--- src/rtl/cim_cmd_seq.sv ---
// cim_cmd_seq: command sequencer in front of the CIM array controller.
// Buffers host burst commands (MAC / write / read / NOP) in a 2-entry FIFO
// and expands each one into per-cycle array operations on registered outputs.
// Optional feature macro: CIM_SEQ_MAC_GATE_EN -- when defined, data_in is only
// driven in the first cycle of each MAC beat and is zero in the others.
module cim_cmd_seq #(
  parameter int unsigned MAC_CYC = 2,  // cycles per MAC beat (1..15)
  parameter int unsigned GAP_CYC = 1   // NOP cycles after every command (0..3)
) (
  input  logic        clk_inv,
  input  logic        rst_n,
  input  logic        cmd_valid,
  output logic        cmd_ready,
  input  logic [1:0]  cmd_op,
  input  logic [3:0]  cmd_bank,
  input  logic [2:0]  cmd_col,
  input  logic [3:0]  cmd_len,
  input  logic [15:0] cmd_data,
  output logic [1:0]  op_code,
  output logic [3:0]  addr_bank,
  output logic [2:0]  addr_col,
  output logic [15:0] data_bank,
  output logic [15:0] data_in,
  output logic        busy,
  output logic        done
);

  localparam logic [1:0] OP_MAC = 2'b00;
  localparam logic [1:0] OP_WR  = 2'b01;
  localparam logic [1:0] OP_RD  = 2'b10;
  localparam logic [1:0] OP_NOP = 2'b11;

  localparam logic [3:0] MAC_LAST = 4'(MAC_CYC - 1);
  localparam logic [1:0] GAP_LAST = 2'(GAP_CYC - 1);
  localparam bit         GAP_EN   = (GAP_CYC != 0);

  typedef struct packed {
    logic [1:0]  op;
    logic [3:0]  bank;
    logic [2:0]  col;
    logic [3:0]  len;
    logic [15:0] data;
  } cmd_t;

  typedef enum logic [1:0] {
    ST_IDLE  = 2'b00,
    ST_ISSUE = 2'b01,
    ST_GAP   = 2'b10
  } state_t;

  // Command FIFO storage and pointers
  cmd_t       r_fifo [2];
  logic       r_wr_ptr;
  logic       r_rd_ptr;
  logic [1:0] r_count;

  // Sequencer state and working copy of the command being issued
  state_t      r_state;
  logic [1:0]  r_op;
  logic [3:0]  r_beat_cnt;
  logic [3:0]  r_cyc_cnt;
  logic [1:0]  r_gap_cnt;
  logic [15:0] r_data;

  // Registered array-side outputs
  logic [1:0]  r_op_code;
  logic [3:0]  r_addr_bank;
  logic [2:0]  r_addr_col;
  logic [15:0] r_data_bank;
  logic [15:0] r_data_in;
  logic        r_done;

  cmd_t        w_cmd_in;
  cmd_t        w_head;
  logic        w_push;
  logic        w_pop;
  logic        w_fifo_ne;
  logic        w_beat_end;
  logic        w_cmd_end;
  logic        w_gap_end;
  logic [3:0]  w_next_bank;
  logic [2:0]  w_next_col;

  assign w_cmd_in  = '{op: cmd_op, bank: cmd_bank, col: cmd_col, len: cmd_len, data: cmd_data};
  assign w_head    = r_fifo[r_rd_ptr];
  assign w_fifo_ne = (r_count != 2'd0);
  // A full FIFO refuses the push even if a pop happens on the same edge.
  assign w_push    = cmd_valid && (r_count != 2'd2);

  assign cmd_ready = (r_count != 2'd2);
  assign busy      = (r_state != ST_IDLE) || w_fifo_ne;
  assign op_code   = r_op_code;
  assign addr_bank = r_addr_bank;
  assign addr_col  = r_addr_col;
  assign data_bank = r_data_bank;
  assign data_in   = r_data_in;
  assign done      = r_done;

  // Beat/command/gap boundary detection and the FIFO pop decision
  always_comb begin
    w_beat_end = 1'b0;
    w_cmd_end  = 1'b0;
    w_gap_end  = 1'b0;
    w_pop      = 1'b0;
    if (r_op == OP_MAC) begin
      w_beat_end = (r_cyc_cnt == 4'd0);
    end else begin
      w_beat_end = 1'b1;
    end
    if (r_state == ST_ISSUE) begin
      // A NOP occupies a single slot with no beats, then completes.
      w_cmd_end = (r_op == OP_NOP) || (w_beat_end && (r_beat_cnt == 4'd0));
    end else begin
      w_cmd_end = 1'b0;
    end
    if (r_state == ST_GAP) begin
      w_gap_end = (r_gap_cnt == 2'd0);
    end else begin
      w_gap_end = 1'b0;
    end
    if (w_fifo_ne) begin
      w_pop = (r_state == ST_IDLE) || (w_cmd_end && !GAP_EN) || w_gap_end;
    end else begin
      w_pop = 1'b0;
    end
  end

  // Address stepping for the next beat: write walks banks, read walks columns then banks
  always_comb begin
    w_next_bank = r_addr_bank;
    w_next_col  = r_addr_col;
    case (r_op)
      OP_WR: begin
        w_next_bank = r_addr_bank + 4'd1;
        w_next_col  = r_addr_col;
      end
      OP_RD: begin
        w_next_col = r_addr_col + 3'd1;
        if (r_addr_col == 3'd7) begin
          w_next_bank = r_addr_bank + 4'd1;
        end else begin
          w_next_bank = r_addr_bank;
        end
      end
      default: begin
        w_next_bank = r_addr_bank;
        w_next_col  = r_addr_col;
      end
    endcase
  end

  // Two-entry command FIFO: push on accepted handshake, pop when the sequencer loads
  always_ff @(posedge clk_inv or negedge rst_n) begin
    if (!rst_n) begin
      r_fifo[0] <= '0;
      r_fifo[1] <= '0;
      r_wr_ptr  <= 1'b0;
      r_rd_ptr  <= 1'b0;
      r_count   <= 2'd0;
    end else begin
      if (w_push) begin
        r_fifo[r_wr_ptr] <= w_cmd_in;
        r_wr_ptr         <= ~r_wr_ptr;
      end
      if (w_pop) begin
        r_rd_ptr <= ~r_rd_ptr;
      end
      case ({w_push, w_pop})
        2'b10:   r_count <= r_count + 2'd1;
        2'b01:   r_count <= r_count - 2'd1;
        default: r_count <= r_count;
      endcase
    end
  end

  // Sequencer FSM: loads commands, issues beats, inserts gap cycles, drives registered outputs
  always_ff @(posedge clk_inv or negedge rst_n) begin
    if (!rst_n) begin
      r_state     <= ST_IDLE;
      r_op        <= OP_NOP;
      r_beat_cnt  <= 4'd0;
      r_cyc_cnt   <= 4'd0;
      r_gap_cnt   <= 2'd0;
      r_data      <= 16'd0;
      r_op_code   <= OP_NOP;
      r_addr_bank <= 4'd0;
      r_addr_col  <= 3'd0;
      r_data_bank <= 16'd0;
      r_data_in   <= 16'd0;
      r_done      <= 1'b0;
    end else if (w_pop) begin
      // Load the head command; its first beat appears right after this edge.
      // When popping straight out of a finishing command, that command's done fires now.
      r_done     <= w_cmd_end;
      r_state    <= ST_ISSUE;
      r_op       <= w_head.op;
      r_beat_cnt <= w_head.len;
      r_cyc_cnt  <= MAC_LAST;
      r_data     <= w_head.data;
      if (w_head.op != OP_NOP) begin
        r_op_code   <= w_head.op;
        r_addr_bank <= w_head.bank;
        r_addr_col  <= w_head.col;
        r_data_bank <= w_head.data;
        if (w_head.op == OP_MAC) begin
          r_data_in <= w_head.data;
        end else begin
          r_data_in <= r_data_in;
        end
      end else begin
        r_op_code <= OP_NOP;
      end
    end else begin
      r_done <= 1'b0;
      case (r_state)
        ST_IDLE: begin
          r_op_code <= OP_NOP;
        end
        ST_ISSUE: begin
          if (w_cmd_end) begin
            r_done    <= 1'b1;
            r_op_code <= OP_NOP;
            if (GAP_EN) begin
              r_state   <= ST_GAP;
              r_gap_cnt <= GAP_LAST;
            end else begin
              r_state <= ST_IDLE;
            end
          end else if (w_beat_end) begin
            r_beat_cnt  <= r_beat_cnt - 4'd1;
            r_cyc_cnt   <= MAC_LAST;
            r_addr_bank <= w_next_bank;
            r_addr_col  <= w_next_col;
            if (r_op == OP_MAC) begin
              r_data_in <= r_data;
            end else begin
              r_data_in <= r_data_in;
            end
          end else begin
            // Inside a multi-cycle MAC beat.
            r_cyc_cnt <= r_cyc_cnt - 4'd1;
`ifdef CIM_SEQ_MAC_GATE_EN
            r_data_in <= 16'd0;
`else
            r_data_in <= r_data;
`endif
          end
        end
        ST_GAP: begin
          r_op_code <= OP_NOP;
          if (w_gap_end) begin
            r_state <= ST_IDLE;
          end else begin
            r_gap_cnt <= r_gap_cnt - 2'd1;
          end
        end
        default: begin
          r_state   <= ST_IDLE;
          r_op_code <= OP_NOP;
        end
      endcase
    end
  end

endmodule

--- config.mk ---
export PLATFORM = sky130hd
export DESIGN_NAME = cim_cmd_seq
export DESIGN_NICKNAME = d
export VERILOG_FILES = /design/src/rtl/cim_cmd_seq.sv
export SDC_FILE = /design/constraint.sdc
export NUM_CORES = 1
export LEC_CHECK = 0
export ABC_AREA = 1
export CAP_MARGIN = 20
export CORE_UTILIZATION = 55
export DETAILED_ROUTE_END_ITERATION = 12
export GPL_ROUTABILITY_DRIVEN = 0
export HOLD_SLACK_MARGIN = 0.02
export PLACE_DENSITY = 0.89
export RECOVER_POWER = 50
export SYNTH_ARGS = -nofsm -noshare
export SYNTH_HDL_FRONTEND = slang
export SYNTH_SLANG_ARGS = --single-unit
--- constraint.sdc ---
create_clock -name clk_inv -period 2.61 [get_ports clk_inv]
set_clock_uncertainty 0.15 [all_clocks]
set_input_delay 0.783 -clock clk_inv [delete_from_list [all_inputs] [get_ports clk_inv]]
set_output_delay 0.783 -clock clk_inv [all_outputs]
set_load 0.1 [all_outputs]
# After elaboration in Yosys (flattened, before gate mapping)
# Cells that the tools add are included.
# Widths: inputs -> output; s select.
[word_totals] reg_bits=134 latch_bits=0 ramBits=0 rom_bits=0 input_bits=32 out_inout_bits=44 elab_cells=141 n_memories=0
[op_classes] add_sub_neg=7 mul=0 div_mod_pow=0 order_cmp=3 n_eq_ne=20 shifts=0 muxes=53 n_bitwise=5 reduce_logical=28
[op_table] cell="$mux 29" count=4
[op_table] cell="$mux 16" count=7
[op_table] cell="$bwmux 58" count=1
[op_table] cell="$mux 4" count=14
[op_table] cell="$demux 29 s1" count=1
[op_table] cell="$mux 2" count=9
[op_table] cell="$mux 3" count=6
[op_table] cell="$reduce_bool 2->1" count=7
[op_table] cell="$ne 2x2->1 const B" count=6
[op_table] cell="$reduce_and 5->1" count=2
[op_table] cell="$ne 3x3->1 const B" count=3
[op_table] cell="$eq 2x2->1 const B" count=4
[op_table] cell="$logic_not 2->1" count=4
[op_table] cell="$logic_not 4->1" count=2
[op_table] cell="$pmux 2 s2" count=2
[op_table] cell="$pmux 4 s2" count=1
[op_table] cell="$sub 4x1->4 const B" count=2
[op_table] cell="$mux 1" count=7
[op_table] cell="$eq 2x1->1 const B" count=3
[op_table] cell="$pmux 2 s3" count=1
[op_table] cell="$reduce_and 3->1" count=2
[op_table] cell="$reduce_and 6->1" count=1
[op_table] cell="$add 4x1->4 const B" count=1
[op_table] cell="$ge 2x2->1 const B" count=2
[op_table] cell="14 further kinds" count=24

# Depth between registers and ports, before layout
# Gate-level depths: netlist of the first run.
[depth] depth_word=8 mapped_depth=13 mapped_depth_nobuf=12

# Least setup slack after synthesis of the first run
# Ideal clock, no wire load.
[synth_timing] path_kind="register to output" startpoint="register r_state[0]" endpoint="output port busy" t_arrival_ns=1.353 required_time_ns=1.677 path_slack_ns=0.324 path_stages_with_launch=4 path_buffers=0 cell_sequence="dfrtp_1 > inv_1 > ha_1 > nand3_1"
[synth_between] elab_chain_cells=2
[synth_rtl] item="start: declaration" line_no="58" rtl="state_t r_state;"
[synth_rtl] item="start signal: assignment" line_no="179" rtl="r_state <= ST_IDLE;"
[synth_rtl] item="start signal: assignment" line_no="195" rtl="r_state <= ST_ISSUE;"
[synth_rtl] item="start signal: assignment" line_no="224" rtl="r_state <= ST_GAP;"
[synth_rtl] item="$reduce_bool 2->1" line_no="91" rtl="assign busy = (r_state != ST_IDLE) || w_fifo_ne;"
[synth_rtl] item="$logic_or 1x1->1" line_no="91"
[synth_rtl] item="end: declaration" line_no="24" rtl="output logic busy,"
# No other way between the ends.

# Final worst setup path of the first run
# Ends and elaborated chain as after synthesis.

==> results.toml, run 1 <==
[outcome]
status = "finished clean"

[layout]
nets = 829
layout-drive-gt1-share_pct = 13.7
area_growth_syn_to_layout_pct = 21.8
antenna_cells = 0

[worst_setup_path]
crit_path_end_kind = "output pin"
critPathKind = "flop to output pin"
worstRegToRegCells = 10
startpoint = "r_state[0]$_DFFE_PN0P_"
r2r_setup_slack_ps = 260
cp.arrival_ps = 1520
worstPathMaxFanout = 3
rr_endpoint = "data_bank[8]$_DFFE_PN0P_"
timing.rr.start = "r_state[0]$_DFFE_PN0P_"
cp.required_ps = 1680
critPathLaunchType = "flop"

[clock_network]
clk_latency_ps = 530
path_clk_slew_ps = 60
htreeDepth = 4
numCtsBuffers = 17
cts_buffer_depth = 2
cts_tree = "built"
cts-root-buf = "clkbuf_8"
cts.sinks = 134

[place]
port_buffers = 75
hpwl_mm = 9.22

[min_path]
hold_path.class = "flop to flop"
min_from = "r_fifo[10]$_DFFE_PN0P_"
min_path_cells = 2
hold-path-endpoint = "r_fifo[10]$_DFFE_PN0P_"

[floorplan]
fp.dieH_um = 107
core_area_mm2 = 0.0108
pin_count = 76
rows = 38
start_util_pct = 56.4
die_area_mm2 = 0.0115
die_x_um = 107

[synthesis]
synth_edf_count = 0
synth_top_cells_by_area = "dfrtp_1, nand2_1, o21ai_0"
synth.most_common_cell = "nand2_1"
ys_seq_area_share_pct = 55.2
netlist.area_leader.share_pct = 53.4
synth_cells = 714
synthArstFlopShare_pct = 100
synth_flop_cell = "dfrtp_1"
yosysTopAreaCell = "dfrtp_1"
synth_nets = 758
avgSynthCellArea_um2 = 8.53
synth_seq_cells = 134
ys_top_cells_by_count = "nand2_1, dfrtp_1, inv_1"
yosysUniqueCellTypes = 35
yosysWarningCount = 0
syn-cell-area_mm2 = 0.00609

[grt]
antenna_found_initial = 0
grt_pass1_vias = 5030
grt_usage_pct = 27.6
grt_overflow = 0
grt_max_degree = 60
grt_pass1_wl_mm = 24.2

[sta]
hold_viol_final = 0
fin_crit_sh_pct = 94.1
period_minus_slack_ps = 2460
finalSetupViolCount = 0
worst_slew_pin_slew_ps = 1130
slew_violations = 0
relSlewSlack_pct = 24.7
timing.setup.tns_ps = 0
max_freq_mhz = 407
rsz0062_at_grt = "no"

[drt]
wl_mm = 15.1
avgRoutedWirePerCell_um = 16.1
viasPerCell = 5.52
drt_iter0_drc = 458
drcViolationCount = 0
ant_nets = 0
drtPass1Iterations = 5
via_count = 5173

[flow_run]
maxCapViolCount = 0
area by class of cell:
cell class / instances / area (µm²)
tap: 140 / 175
clock inverter: 10 / 153
clock buffer: 21 / 449
timing repair buffer: 84 / 746
inverter: 59 / 226
sequential: 134 / 3360
fill: 735 / 3370
multi-input combinational: 489 / 2310
critical path, stage by stage (launching register included):
cell	delay [ps]
dfrtp_1	400
inv_1	90
ha_1	180
nand3_1	140
buf_12	200
stage by stage:
| step | std cells | utilization [%] | cell area (µm²) | hold slack, ps | worst slack, ps |
|---|---|---|---|---|---|
| floorplan | 714 | - | 6090 | 292 | 324 |
| global placement | 905 | 63.5 | 6860 | 304 | 271 |
| detailed placement | 905 | 63.5 | 6860 | 316 | 271 |
| CTS | 937 | 69.2 | 7470 | 335 | 143 |
| global route | 937 | 68.7 | 7420 | 351 | 58.7 |
| finish | 937 | 68.7 | 7420 | 332 | 153 |
how the worst max path moves through the flow:
stage | cells after the start | slack (ps) | to
floorplan | 3 | 320 | busy
global placement | 6 | 270 | r_count[1]$_DFFE_PN0P_
detailed placement | 6 | 270 | r_count[1]$_DFFE_PN0P_
CTS | 4 | 140 | busy
global route | 4 | 60 | busy
finish | 4 | 150 | busy
per-layer routing:
metal | part of all wire [%] | track usage [%] | vias to the layer above
met2 | 50 | 44.0 | 231
li1 | - | - | 2414
met1 | 40 | 34.6 | 2476
met3 | 6.6 | 8.15 | 52
met4 | 3.3 | 13.2 | 0
met5 | 0 | 0 | -
timing repair:
item	in CTS	in global routing
endpoints found under the hold margin	22	0
buffers inserted	0	0
resized for setup	0	0
hold buffers	1	0
cell families (layout without fill, tap and decap cells):
group	Yosys count	after routing	synth area share (%)
AOI/OAI and AO/OA	103	103	9.23
xor gates and xnor gates	9	9	1.29
adders and majority gates	12	12	2.47
buffers and inverters	91	174	6.97
DFF	134	134	55.2
and+or+nand+nor	365	365	24.9
layout by cell type (no fill, tap or decap), types with 3 or more instances in the layout:
cell             Yosys  routed
a21oi_1              5       5
a31oi_1             16      16
buf_12               0       4
buf_4                2      44
bufinv_16            0       4
clkbuf_16            0      16
clkbuf_2             2       3
clkbuf_8             0       3
clkdlybuf4s50_1      0      29
clkinv_2             0       5
dfrtp_1            130     130
dfstp_2              4       4
ha_1                12      12
inv_1               53      53
inv_2                5       5
nand2_1            275     275
nand2_2              5       5
nand2_4              5       5
nand3_1             33      32
nand4_1              3       3
nor2_1              35      35
o21ai_0             48      48
o21ai_1             25      25
o21bai_1             4       4
xnor2_1              4       4
xor2_1               5       5
sequential cells by signal (all words and copies together) (netlist names):
register / cells
r_data: 16
r_fifo: 58
r_rd_ptr: 1
r_op: 2
done: 1
r_beat_cnt: 4
r_wr_ptr: 1
r_gap_cnt: 2
addr_col: 3
r_cyc_cnt: 4
op_code: 2
addr_bank: 4
r_count: 2
data_bank: 16
r_state: 2
data_in: 16
Power of run 1 is left out: the tool's default activity adds up to more than one toggle a clock period on the data nets, which glitch-free logic cannot reach.
==> inputs of run 2 (changes only) <==
--- a/config.mk
+++ b/config.mk
@@ -7,11 +7,12 @@
 export LEC_CHECK = 0
 export ABC_AREA = 1
 export CAP_MARGIN = 20
-export CORE_UTILIZATION = 55
+export CORE_UTILIZATION = 58
+export CTS_BUF_LIST = sky130_fd_sc_hd__clkbuf_4 sky130_fd_sc_hd__clkbuf_8
 export DETAILED_ROUTE_END_ITERATION = 12
 export GPL_ROUTABILITY_DRIVEN = 0
 export HOLD_SLACK_MARGIN = 0.02
-export PLACE_DENSITY = 0.89
+export PLACE_DENSITY = 0.93
 export RECOVER_POWER = 50
 export SYNTH_ARGS = -nofsm -noshare
 export SYNTH_HDL_FRONTEND = slang
==> results.toml, run 2 (synthesis gave the netlist of run 1 again) <==
[clock_network]
cts_setup_buffers = 0
cts_resized = 0
path_clk_slew_ps = 80
numCtsBuffers = 17
cts_tree = "built"
cts_buffer_depth = 2
htreeDepth = 4
cts.sinks = 134
cts-root-buf = "clkbuf_8"
cts_hold_buf = 0
clk_latency_ps = 460

[layout]
antenna_cells = 0
final_common_cell = "nand2_1"
nets = 827
top_register = "r_fifo"
largest_reg_flops = 58
area_growth_syn_to_layout_pct = 18.1
layout-drive-gt1-share_pct = 13.6
layout_common_cells = "nand2_1, dfrtp_1, inv_1"

[sta]
finalSetupViolCount = 0
fin_crit_sh_pct = 93.5
max_freq_mhz = 410
slew_violations = 0
hold_viol_final = 0
timing.setup.tns_ps = 0
hold_slack_ps = 308
rsz0062_at_grt = "no"
relSlewSlack_pct = 29.9
worst_slew_pin_slew_ps = 1050
period_minus_slack_ps = 2440

[grt]
grt_max_degree = 60
grt_overflow = 0
grt_pass1_vias = 5021
grt_pass1_wl_mm = 23.9
grt_usage_pct = 28.2
antenna_found_initial = 0

[drt]
drcViolationCount = 1
viasPerCell = 5.60
ant_nets = 0
avgRoutedWirePerCell_um = 15.5
via_count = 5218
drtPass1Iterations = 12
drt_iter0_drc = 674
wl_mm = 14.4

[floorplan]
fp.dieH_um = 104
pin_count = 76
start_util_pct = 59.5
core_area_mm2 = 0.0102
die_x_um = 104
rows = 37
die_area_mm2 = 0.0109

[worst_setup_path]
crit_path_top_delay_cell = "dfrtp_1"
cp.required_ps = 1680
timing.rr.start = "r_state[0]$_DFFE_PN0P_"
cp.arrival_ps = 1510
worstRegToRegCells = 10
rr_endpoint = "data_bank[6]$_DFFE_PN0P_"
critPathKind = "flop to output pin"
critPathLaunchType = "flop"
r2r_setup_slack_ps = 290
slowest_delay_ps = 410
crit_chain = "inv_1 -> ha_1 -> nand3_1 -> buf_12"
crit_path_end_kind = "output pin"
worstPathMaxFanout = 3

[outcome]
status = "finished with violations"
violations = "design-rule violations"

[flow_run]
maxCapViolCount = 0

[min_path]
hold_path.class = "input port to asynchronous set/reset pin"

[place]
hpwl_mm = 9.30
port_buffers = 75
==> run 2: cell types whose count changed in the layout (fill, tap and decap cells not counted), sizes merged <==
cell         previous run  this run
clkinv                  5         2
dlygate4sd3             2         1
clkinvlp                1         4
bufinv                  4         2
inv                    59        61
buf                    50        49
==> run 2: area by class of cell <==
cell class              instances  area, µm²
well taps                     136        170
clock inverters                10        121
multi-input cells             489       2300
flip-flops and latches        134       3360
inverters                      59        226
clock buffers                  21        283
fillers                       716       3040
repair buffers                 82        731
==> run 2: worst max-delay path by stage <==
stage                      startpoint                      to  cells past startpoint
3_5_place_dp                cmd_valid  r_count[1]$_DFFE_PN0P_                      6
6_report       r_state[0]$_DFFE_PN0P_                    busy                      4
2_1_floorplan  r_state[0]$_DFFE_PN0P_                    busy                      3
4_1_cts        r_state[1]$_DFFE_PN0P_                    busy                      4
3_3_place_gp                cmd_valid  r_count[1]$_DFFE_PN0P_                      6
5_1_grt                         rst_n  r_fifo[29]$_DFFE_PN0P_                      2
==> run 2: stage by stage <==
step	setup slack, ps	util, %	instance area (µm²)	std cells
after floorplan	324	-	6090	714
after global placement	274	66.9	6840	900
after detailed placement	238	66.9	6840	900
after CTS	165	70.8	7250	931
after global routing	41.0	70.3	7190	931
final	170	70.3	7190	931
==> run 2: layer usage <==
metal / up-vias / global-route usage [%] / wire length [µm]
met4: 0 / 12.2 / 379
met5: - / 0 / 0
met3: 60 / 8.71 / 1210
met1: 2476 / 35.8 / 5920
met2: 285 / 44.8 / 6920
li1: 2397 / - / -
==> run 2: critical path, delay by kind of cell (launching register included) <==
kind                       cells  cell delay [ps]
and+or+nand+nor                1              160
adders and majority gates      1              180
DFF                            1              410
buffers and inverters          2              300
Power of run 2 is left out for the same reason.
==> inputs of run 3 (changes only) <==
--- a/config.mk
+++ b/config.mk
@@ -7,13 +7,16 @@
 export LEC_CHECK = 0
 export ABC_AREA = 1
 export CAP_MARGIN = 20
-export CORE_UTILIZATION = 58
+export CELL_PAD_IN_SITES_DETAIL_PLACEMENT = 0
+export CELL_PAD_IN_SITES_GLOBAL_PLACEMENT = 1
+export CORE_UTILIZATION = 43
 export CTS_BUF_LIST = sky130_fd_sc_hd__clkbuf_4 sky130_fd_sc_hd__clkbuf_8
 export DETAILED_ROUTE_END_ITERATION = 12
 export GPL_ROUTABILITY_DRIVEN = 0
 export HOLD_SLACK_MARGIN = 0.02
-export PLACE_DENSITY = 0.93
+export PLACE_DENSITY = 0.92
 export RECOVER_POWER = 50
 export SYNTH_ARGS = -nofsm -noshare
 export SYNTH_HDL_FRONTEND = slang
 export SYNTH_SLANG_ARGS = --single-unit
+export TNS_END_PERCENT = 20
==> results.toml, run 3 (synthesis gave the netlist of run 1 again) <==
[layout]
largest_reg_flops = 58
top_register = "r_fifo"
area_growth_syn_to_layout_pct = 20.8
final_common_cell = "nand2_1"
layout_common_cells = "nand2_1, dfrtp_1, inv_1"
nets = 827
fillCellCount = 1282
regArea_mm2 = 0.00336
antenna_cells = 0
multi_input_area_mm2 = 0.00231
layout-drive-gt1-share_pct = 13.8

[worst_setup_path]
critPathLaunchType = "flop"
worstPathMaxFanout = 3
timing.rr.start = "r_state[0]$_DFFE_PN0P_"
cp.required_ps = 1680
critPathKind = "flop to output pin"
crit_path_end_kind = "output pin"
startpoint = "r_state[0]$_DFFE_PN0P_"
crit_path_top_delay_cell = "dfrtp_1"
crit_chain = "inv_1 -> ha_1 -> nand3_1 -> buf_12"
cp.arrival_ps = 1440
slowest_delay_ps = 410

[outcome]
status = "finished with violations"
violations = "max-capacitance violations, max-slew violations"

[sta]
max_freq_mhz = 421
finalSetupViolCount = 0
rsz0062_at_grt = "no"
relSlewSlack_pct = -29.3
worst_slew_pin_slew_ps = 1940
period_minus_slack_ps = 2380
timing.setup.tns_ps = 0
hold_viol_final = 0
slew_violations = 33
fin_crit_sh_pct = 91.0

[drt]
wl_mm = 13.0
avgRoutedWirePerCell_um = 13.3
drcViolationCount = 0
drt_iter0_drc = 340
drtPass1Iterations = 5
via_count = 4756
ant_nets = 0
viasPerCell = 4.87

[grt]
grt_max_degree = 60
grt_pass1_wl_mm = 21.7
grt_usage_pct = 19.1
antenna_found_initial = 0
grt_pass1_vias = 4557
grt_overflow = 0

[place]
hpwl_mm = 8.92
port_buffers = 75

[floorplan]
die_x_um = 121
pin_count = 76
rows = 43
die_area_mm2 = 0.0146
start_util_pct = 44.0
fp.dieH_um = 121
core_area_mm2 = 0.0138

[clock_network]
cts_setup_buffers = 0
cts_resized = 0
numCtsBuffers = 17
clk_latency_ps = 440
path_clk_slew_ps = 80
htreeDepth = 4
cts_hold_buf = 0
cts_buffer_depth = 2
cts-root-buf = "clkbuf_8"
cts.sinks = 134
cts_tree = "built"

[min_path]
min_from = "data_in[1]$_DFFE_PN0P_"
hold_path.class = "flop to flop"

[flow_run]
maxCapViolCount = 1
## run 3: changes by cell type in the layout (fill, tap and decap cells not counted), moves of 2 or more
cell,delta
bufinv_16,+3
clkinvlp_4,-4
buf_2,-2
clkbuf_4,+3
inv_6,-2
buf_12,+2
## run 3: layout make-up
type / count / share of cell area, %
Tap cell: 180 / 3.06
Sequential cell: 134 / 45.7
Inverter: 59 / 3.08
Timing Repair Buffer: 82 / 10.3
Clock buffer: 24 / 4.15
Clock inverter: 8 / 2.30
Multi-Input combinational cell: 489 / 31.4
## run 3: worst max-delay path, delay by kind of cell (launching register included)
| family | cells | cell delay [ps] |
|---|---|---|
| buffers and inverters | 2 | 280 |
| adders and majority gates | 1 | 170 |
| and+or+nand+nor | 1 | 140 |
| DFF | 1 | 410 |
## run 3: routing by layer
layer	global-route usage (%)	up-vias	share of wire, %
met3	4.51	11	3.9
met5	0	-	0
met4	6.17	0	1.1
met2	28.6	101	46
li1	-	2398	-
met1	27.2	2246	49
## run 3: final timing paths
path	endpoint	slack, ps	depth (start not counted)
setup / recovery	busy	230	4
setup reg to reg	r_gap_cnt[1]$_DFFE_PN0P_	310	11
min in group asynchronous	data_in[6]$_DFFE_PN0P_	730	1
hold reg to reg	data_in[1]$_DFFE_PN0P_	330	2
max in group asynchronous	r_cyc_cnt[1]$_DFFE_PN0P_	460	1
hold / removal	data_in[1]$_DFFE_PN0P_	330	2
## run 3: through the flow
step	worst slack [ps]	hold slack (ps)	utilization, %	instances	instance area [µm²]
after floorplan	324	292	-	714	6090
after global placement	266	304	49.9	944	6900
after detailed placement	260	315	49.9	944	6900
after CTS	216	144	53.3	976	7370
after global routing	95.0	353	53.2	976	7350
final	235	334	53.2	976	7350
Power of run 3 is left out for the same reason.
